==> config.mk <==
export PLATFORM = sky130hd
export DESIGN_NAME = oam_dma_engine_flat
export DESIGN_NICKNAME = d
export VERILOG_FILES = /design/src/rtl/oam_dma_engine_if.sv /design/src/rtl/oam_dma_engine.sv /design/src/flat_wrapper.sv
export SDC_FILE = /design/constraint.sdc
export NUM_CORES = 1
export LEC_CHECK = 0
export CORE_MARGIN = 4
export CORE_UTILIZATION = 38
export CTS_BUF_LIST = sky130_fd_sc_hd__clkbuf_4
export DETAILED_ROUTE_END_ITERATION = 8
export GPL_TIMING_DRIVEN = 0
export PLACE_DENSITY = 0.84
export SYNTH_ARGS = -nofsm -noshare
export SYNTH_HDL_FRONTEND = slang
export SYNTH_SLANG_ARGS = --single-unit
==> constraint.sdc <==
create_clock -name i_clk_cpu -period 2.5 [get_ports i_clk_cpu]
set_clock_uncertainty 0.1 [all_clocks]
set_input_delay 0.5 -clock i_clk_cpu [delete_from_list [all_inputs] [get_ports i_clk_cpu]]
set_output_delay 0.5 -clock i_clk_cpu [all_outputs]
set_load 0.01 [all_outputs]
==> src/rtl/oam_dma_engine_if.sv <==
// Bus bundle between the OAM DMA engine and its CPU register, work RAM and OAM neighbours.
// The engine connects through the master modport; the surrounding system uses slave.
interface oam_dma_engine_if #(
    parameter int RAM_AW = 11
);
    logic              i_reg_we;
    logic [7:0]        i_reg_data;
    logic              o_cpu_halt;
    logic              o_busy;
    logic              o_done;
    logic              o_err;
    logic              o_ram_ce;
    logic              o_ram_rnw;
    logic [RAM_AW-1:0] o_ram_addr;
    logic [7:0]        i_ram_data;
    logic              o_oam_we;
    logic [7:0]        o_oam_addr;
    logic [7:0]        o_oam_data;
    logic [7:0]        i_oam_base;

    modport master (
        input  i_reg_we, i_reg_data, i_ram_data, i_oam_base,
        output o_cpu_halt, o_busy, o_done, o_err,
        output o_ram_ce, o_ram_rnw, o_ram_addr,
        output o_oam_we, o_oam_addr, o_oam_data
    );

    modport slave (
        output i_reg_we, i_reg_data, i_ram_data, i_oam_base,
        input  o_cpu_halt, o_busy, o_done, o_err,
        input  o_ram_ce, o_ram_rnw, o_ram_addr,
        input  o_oam_we, o_oam_addr, o_oam_data
    );
endinterface

==> src/rtl/oam_dma_engine.sv <==
// NES-style sprite DMA: copies XFER_LEN bytes of a work RAM page into OAM while the CPU is halted.
// Optional macro OAM_DMA_BASE_OFFSET_EN offsets OAM writes by OAMADDR captured at the strobe.
module oam_dma_engine #(
    parameter int RAM_AW   = 11,
    parameter int XFER_LEN = 256
) (
    input  logic                 i_clk_cpu,
    input  logic                 i_reset_n,
    oam_dma_engine_if.master     bus
);
    typedef enum logic [2:0] {
        S_IDLE,
        S_HALT,
        S_ALIGN,
        S_READ,
        S_WRITE
    } state_e;

    localparam int          PAGE_W   = RAM_AW - 8;
    localparam logic [7:0]  LAST_IDX = 8'(XFER_LEN - 1);

    state_e              state_q, state_d;
    logic [7:0]          idx_q, idx_d;
    logic [PAGE_W-1:0]   page_q, page_d;
    logic                parity_q, parity_d;
    logic                done_q, done_d;
    logic                err_q, err_d;

`ifdef OAM_DMA_BASE_OFFSET_EN
    logic [7:0]          base_q, base_d;
`else
    logic                unused_base;
    assign unused_base = ^bus.i_oam_base;
`endif

    // Pages $00-$1F are the 2KB work RAM and its mirrors; anything higher is rejected.
    logic strobe_ok;
    assign strobe_ok = bus.i_reg_we && (bus.i_reg_data[7:5] == 3'b000);

    always_comb begin
        // NOTE: every variable gets a default before the case so no path can infer a latch.
        state_d  = state_q;
        idx_d    = idx_q;
        page_d   = page_q;
        parity_d = ~parity_q;
        done_d   = 1'b0;
        err_d    = 1'b0;
`ifdef OAM_DMA_BASE_OFFSET_EN
        base_d   = base_q;
`endif
        unique case (state_q)
            S_IDLE: begin
                if (strobe_ok) begin
                    page_d  = bus.i_reg_data[PAGE_W-1:0];
                    idx_d   = 8'd0;
                    state_d = S_HALT;
`ifdef OAM_DMA_BASE_OFFSET_EN
                    base_d  = bus.i_oam_base;
`endif
                end else if (bus.i_reg_we) begin
                    err_d = 1'b1;
                end
            end
            // Reads must land on parity 0; the alignment cycle fills the gap otherwise.
            S_HALT:  state_d = parity_q ? S_READ : S_ALIGN;
            S_ALIGN: state_d = S_READ;
            S_READ:  state_d = S_WRITE;
            S_WRITE: begin
                if (idx_q == LAST_IDX) begin
                    state_d = S_IDLE;
                    done_d  = 1'b1;
                end else begin
                    idx_d   = idx_q + 8'd1;
                    state_d = S_READ;
                end
            end
            default: state_d = S_IDLE;
        endcase
    end

    // NOTE: state flops use non-blocking assignments so every flop samples pre-edge values.
    always_ff @(posedge i_clk_cpu) begin
        if (!i_reset_n) begin
            state_q  <= S_IDLE;
            idx_q    <= 8'd0;
            page_q   <= '0;
            parity_q <= 1'b0;
            done_q   <= 1'b0;
            err_q    <= 1'b0;
`ifdef OAM_DMA_BASE_OFFSET_EN
            base_q   <= 8'd0;
`endif
        end else begin
            state_q  <= state_d;
            idx_q    <= idx_d;
            page_q   <= page_d;
            parity_q <= parity_d;
            done_q   <= done_d;
            err_q    <= err_d;
`ifdef OAM_DMA_BASE_OFFSET_EN
            base_q   <= base_d;
`endif
        end
    end

    logic [7:0] oam_index;
`ifdef OAM_DMA_BASE_OFFSET_EN
    assign oam_index = base_q + idx_q;
`else
    assign oam_index = idx_q;
`endif

    // Bus strobes decode straight from the state register, so they drop in the reset cycle.
    always_comb begin
        bus.o_ram_ce   = 1'b0;
        bus.o_ram_addr = '0;
        bus.o_oam_we   = 1'b0;
        bus.o_oam_addr = 8'd0;
        bus.o_oam_data = 8'd0;
        unique case (state_q)
            S_READ: begin
                bus.o_ram_ce   = 1'b1;
                bus.o_ram_addr = {page_q, idx_q};
            end
            S_WRITE: begin
                bus.o_oam_we   = 1'b1;
                bus.o_oam_addr = oam_index;
                bus.o_oam_data = bus.i_ram_data;
            end
            default: ;
        endcase
    end

    assign bus.o_cpu_halt = (state_q != S_IDLE);
    assign bus.o_busy     = (state_q != S_IDLE);
    assign bus.o_done     = done_q;
    assign bus.o_err      = err_q;
    assign bus.o_ram_rnw  = 1'b1;

    a_ce_we_exclusive: assert property (@(posedge i_clk_cpu) disable iff (!i_reset_n)
        !(bus.o_ram_ce && bus.o_oam_we));
    a_read_on_even: assert property (@(posedge i_clk_cpu) disable iff (!i_reset_n)
        bus.o_ram_ce |-> !parity_q);
endmodule

==> src/flat_wrapper.sv <==
// flat-port wrapper written by rule: the top's interface ports become plain ports
module oam_dma_engine_flat 
#(
    parameter int RAM_AW   = 11,
    parameter int XFER_LEN = 256
)
  (i_clk_cpu, i_reset_n, bus_i_reg_we, bus_i_reg_data, bus_i_ram_data, bus_i_oam_base, bus_o_cpu_halt, bus_o_busy, bus_o_done, bus_o_err, bus_o_ram_ce, bus_o_ram_rnw, bus_o_ram_addr, bus_o_oam_we, bus_o_oam_addr, bus_o_oam_data);
  oam_dma_engine_if #(.RAM_AW(RAM_AW)) bus_i ();
  input  logic i_clk_cpu;
  input  logic i_reset_n;
  input wire logic [$bits(bus_i.i_reg_we)-1:0] bus_i_reg_we;
  input wire logic [$bits(bus_i.i_reg_data)-1:0] bus_i_reg_data;
  input wire logic [$bits(bus_i.i_ram_data)-1:0] bus_i_ram_data;
  input wire logic [$bits(bus_i.i_oam_base)-1:0] bus_i_oam_base;
  output wire logic [$bits(bus_i.o_cpu_halt)-1:0] bus_o_cpu_halt;
  output wire logic [$bits(bus_i.o_busy)-1:0] bus_o_busy;
  output wire logic [$bits(bus_i.o_done)-1:0] bus_o_done;
  output wire logic [$bits(bus_i.o_err)-1:0] bus_o_err;
  output wire logic [$bits(bus_i.o_ram_ce)-1:0] bus_o_ram_ce;
  output wire logic [$bits(bus_i.o_ram_rnw)-1:0] bus_o_ram_rnw;
  output wire logic [$bits(bus_i.o_ram_addr)-1:0] bus_o_ram_addr;
  output wire logic [$bits(bus_i.o_oam_we)-1:0] bus_o_oam_we;
  output wire logic [$bits(bus_i.o_oam_addr)-1:0] bus_o_oam_addr;
  output wire logic [$bits(bus_i.o_oam_data)-1:0] bus_o_oam_data;
  assign bus_i.i_reg_we = bus_i_reg_we;
  assign bus_i.i_reg_data = bus_i_reg_data;
  assign bus_i.i_ram_data = bus_i_ram_data;
  assign bus_i.i_oam_base = bus_i_oam_base;
  assign bus_o_cpu_halt = bus_i.o_cpu_halt;
  assign bus_o_busy = bus_i.o_busy;
  assign bus_o_done = bus_i.o_done;
  assign bus_o_err = bus_i.o_err;
  assign bus_o_ram_ce = bus_i.o_ram_ce;
  assign bus_o_ram_rnw = bus_i.o_ram_rnw;
  assign bus_o_ram_addr = bus_i.o_ram_addr;
  assign bus_o_oam_we = bus_i.o_oam_we;
  assign bus_o_oam_addr = bus_i.o_oam_addr;
  assign bus_o_oam_data = bus_i.o_oam_data;
  oam_dma_engine #(.RAM_AW(RAM_AW), .XFER_LEN(XFER_LEN)) u_core (.i_clk_cpu(i_clk_cpu), .i_reset_n(i_reset_n), .bus(bus_i));
endmodule
-- Word level (Yosys, flattened, before mapping)
Cells that the tools add are included.
- bits in registers: 17
- logic and storage cells: 40
- muxes and demuxes: 14
- bitwise gates (word level): 3
- add/sub/neg operators: 1
- reductions and logical operators: 9
- eq/ne operators: 7
- operators with widths (operator ; number):
    $mux W8 ; 4
    $pmux W8 S2 ; 1
    $pmux W3 S5 ; 1
    $mux W11 ; 1
    $add A8 B1 Y8 const B ; 1
    $eq A8 B8 Y1 const B ; 1
    $eq A3 B2 Y1 const B ; 2
    $logic_not A3 Y1 ; 2
    $mux W1 ; 5
    $reduce_and A2 Y1 ; 2
    $eq A3 B1 Y1 const B ; 1
    $eq A3 B3 Y1 const B ; 1
    $mux W3 ; 1
    $not A1 Y1 ; 3
    $reduce_and A3 Y1 ; 1
    $reduce_bool A3 Y1 ; 1
    $reduce_or A3 Y1 ; 1
    $mux W2 ; 1
    $ne A2 B1 Y1 const B ; 1
    $ne A2 B2 Y1 const B ; 1
    $reduce_bool A2 Y1 ; 1
    $logic_and A1 B1 Y1 ; 1

-- Depth between registers and ports, before layout
- depth after elaboration: 4
- mapped depth: 6
- depth with buffers taken out: 5

-- Worst setup path before layout
OpenSTA, ideal clock, no wires.
- path type: input -> register
- start: in bus_i_reg_data[6]
- end: reg u_core.idx_q[7]
- required time: 2.328 ns
- arrival time: 1.817 ns
- path buffers: 1
- setup time: 0.072 ns
- path slack: 0.512 ns
- cell stages on the path: 5
- path through: or4b_4 -> or2_4 -> buf_6 -> a211oi_2 -> mux2i_1
- longest elaborated chain between the ends: 4
- RTL lines (item ; RTL line ; text):
    start: declaration ; flat_wrapper.sv:12 ; input wire logic [$bits(bus_i.i_reg_data)-1:0] bus_i_reg_data;
    $logic_not A3 Y1 ; oam_dma_engine.sv:38 ; assign strobe_ok = bus.i_reg_we && (bus.i_reg_data[7:5] == 3'b000);
    $logic_and A1 B1 Y1 ; oam_dma_engine.sv:38 ;
    $ne A2 B1 Y1 (no line) ; n/a ;
    $reduce_and A3 Y1 (no line) ; n/a ;
    end signal: assignment ; oam_dma_engine.sv:95 ; idx_q <= idx_d;
    end: declaration ; oam_dma_engine.sv:23 ; logic [7:0] idx_q, idx_d;
Every way passes these cells.
A chain may end at the register's enable or synchronous reset.

-- Final worst setup path
- start: reg u_core.state_q[2]
- end: out bus_o_oam_addr[4]
- longest elaborated chain between the ends: 2
- RTL lines (item ; RTL line ; text):
    start: declaration ; oam_dma_engine.sv:22 ; state_e state_q, state_d;
    start signal: assignment ; oam_dma_engine.sv:94 ; state_q <= state_d;
    $eq A3 B3 Y1 ; oam_dma_engine.sv:120 ; unique case (state_q)
    $mux W8 ; oam_dma_engine.sv:120 ;
    end: declaration ; flat_wrapper.sv:23 ; output wire logic [$bits(bus_i.o_oam_addr)-1:0] bus_o_oam_addr;
Every way passes these cells.

==> run summary <==
cell accounting for the most synthesized area: dfxtp_1
most frequent cell after synthesis: and2_1
pin count of the biggest net entering global routing: 11
Num CTS Buffers: 3
CTS Hold Bufs: 0
Worst R2R Setup Slack: 510 ps
Avg Cell Area, Syn: 8.34 um2
Finished Layout Cells: 207
power density cells: 292 nW/um2
gr usage total: 17.1%
Die Footprint: 3520 um2
Max VDD drop: 0.359 mV
starting density of the core: 40.0%
Post-Route WL: 2850 um
CP endpoint kind: output port
via count: 1076
Tcrit/Tclk final: 96.9%
Worst-Margin Slew: 697 ps
row count: 18
worst-skew pair later-pin latency: 290 ps
fin area: 1640 um2
antenna-violating nets left: 0
Remaining DRCs: 0
Hold Fails Final Rpt: 0
final worst-path setup slack: 77.1 ps
Worst Path Arrival: 1820 ps
worst min path class: reg2reg
hpwl dp: 2160 um
cell count after placement: 199
worst-case clock buffer depth: 2
EDFF count, synth: 0
Die W: 59.3 um
first-pass GRT wire length: 4680 um
Post-Synthesis Cells: 120
ant diodes: 0
Fmax achieved: 413 MHz
leakage: 0.677 nW
nets: 206
max-slew violations: 0
met3 Resource Use GR: 5.88%
share of post-route cells with drive strength above 1: 14.7%
Place WS: -29.3 ps
Cell variety after synth: 35
H-tree levels: 1
Setup TNS: 0 ps
Cell Area, Placed: 1530 um2
sequential cell area fraction in the yosys report: 34.0%
Critical Path RT: 1900 ps
initial antenna violation count: 0
initial drt markers: 38
Initial DRT Pass Iterations: 4
YS warnings: 0
area delta synth->final: 64.0%
vias in the first global route: 1027
Max Cap Viol: 0
Crit Path Category: reg2out
top-area cell type share of the netlist area: 34.0%
Clock Sinks: 17
status: finished clean
Setup-failing EPs final: 0
Cell Area, Synth: 1000 um2
gr busiest metal: met2
CTS tree: built
die span in y: 59.3 um
ys flop type: dfxtp_1
clock-pin slew on the worst setup and hold paths: 100 ps
minimum clock period: 2420 ps
synthesized flop and latch total: 17
global routing usage on met1: 19.4%
core box area: 2500 um2
DR WL/cell: 13.8 um
I/O Pins: 61
Async S/R FF share, synth: 0%
commonest cells in the netlist: and2_1, dfxtp_1, nand3_1
M2 GR Usage: 28.9%
root buf cell: clkbuf_4
Power, Total: 0.479 mW
GRT overflow: 0
Startpoint Class: register
Area contributors post-synth: dfxtp_1, and2_1, mux2i_1, nand3_1, a21oi_1
PortBufs: 49
GP Congestion: 0.848
vias per cell: 5.20
crit path max fanout: 9
syn_nets: 148
worst rel slew slack: 53.0%
==> final timing paths <==
kind,startpoint,to,depth (start not counted)
worst min-delay path,u_core.parity_q$_SDFF_PN0_,u_core.parity_q$_SDFF_PN0_,1
worst max register to register,u_core.idx_q[0]$_SDFFE_PN0P_,u_core.idx_q[0]$_SDFFE_PN0P_,6
worst min register to register,u_core.parity_q$_SDFF_PN0_,u_core.parity_q$_SDFF_PN0_,1
worst max-delay path,u_core.state_q[2]$_SDFFE_PN0P_,bus_o_oam_addr[4],4
==> cell usage in the layout (no fill, tap or decap), types with 2 or more instances in the layout <==
| master | netlist | layout |
|---|---|---|
| clkdlybuf4s50_1 | 0 | 47 |
| and2_1 | 29 | 29 |
| dfxtp_1 | 17 | 14 |
| nand3_1 | 8 | 8 |
| buf_4 | 2 | 6 |
| o21ai_0 | 5 | 5 |
| nor2_1 | 6 | 5 |
| a21oi_1 | 5 | 5 |
| nand2_1 | 4 | 4 |
| mux2i_1 | 4 | 4 |
| nor2b_1 | 4 | 4 |
| buf_6 | 1 | 3 |
| o21a_1 | 3 | 3 |
| clkbuf_4 | 0 | 3 |
| dfxtp_4 | 0 | 3 |
| clkbuf_1 | 5 | 2 |
| nand4_1 | 2 | 2 |
| and3_1 | 2 | 2 |
| o211ai_1 | 2 | 2 |
| and3_2 | 2 | 2 |
| xor2_1 | 2 | 2 |
| dlymetal6s2s_1 | 0 | 2 |
==> stage by stage <==
step | hold slack (ps) | util (%)
final | 324 | 65.7
after global routing | 364 | 65.7
after CTS | 325 | 63.8
after detailed placement | 308 | 61.2
after global placement | 310 | 61.2
after floorplan | 293 | -
==> cell families (layout without fill, tap and decap cells) <==
kind of cell / count (synthesis) / in the layout / share of synthesized area, %
AOI/OAI and AO/OA: 19 / 19 / 12.7
other: 1 / 1 / 0.375
xor gates and xnor gates: 3 / 3 / 2.63
and+or+nand+nor: 66 / 66 / 40.1
DFF: 17 / 17 / 34.0
muxes: 4 / 4 / 4.00
buffers and inverters: 9 / 66 / 4.87
adders and majority gates: 1 / 1 / 1.25
==> sequential cells by signal, summed over array words and instances, names as in the netlist <==
register	cells
u_core.bus.o_done	1
u_core.state_q	3
u_core.page_q	3
u_core.parity_q	1
u_core.bus.o_err	1
u_core.idx_q	8
==> critical path, cell delays in order (launching register included) <==
cell	delay [ps]
dfxtp_4	400
nor3b_4	290
buf_6	170
and2_1	120
clkdlybuf4s50_1	540
==> routing by layer <==
metal | wire (um) | up-vias
li1 | - | 519
met1 | 1070 | 487
met2 | 1320 | 62
met3 | 382 | 8
met4 | 70 | 0
met5 | 0 | -
==> power by group <==
part	internal, mW	total [mW]	switching (mW)
clock	0.0595	0.149	0.0895
combinational	0.0369	0.0549	0.0180
sequential	0.272	0.275	0.00288
==> repair_timing <==
| action | 4_1_cts | 5_1_grt |
|---|---|---|
| setup buffers | 1 | 3 |
| resized for setup | 12 | 10 |
| hold endpoints to repair | 0 | 0 |
| endpoints found under the setup margin | 27 | 25 |
==> layout make-up <==
cell class                      instances  area [um2]
Multi-Input combinational cell         94         626
Tap cell                               30        37.5
Fill cell                             222         858
Inverter                                1        3.75
Sequential cell                        17         352
Clock buffer                            3        22.5
Timing Repair Buffer                   53         526
Clock inverter                          1        5.00
Buffer                                  8        70.1
Note: power is estimated with default switching activity, not from simulation.
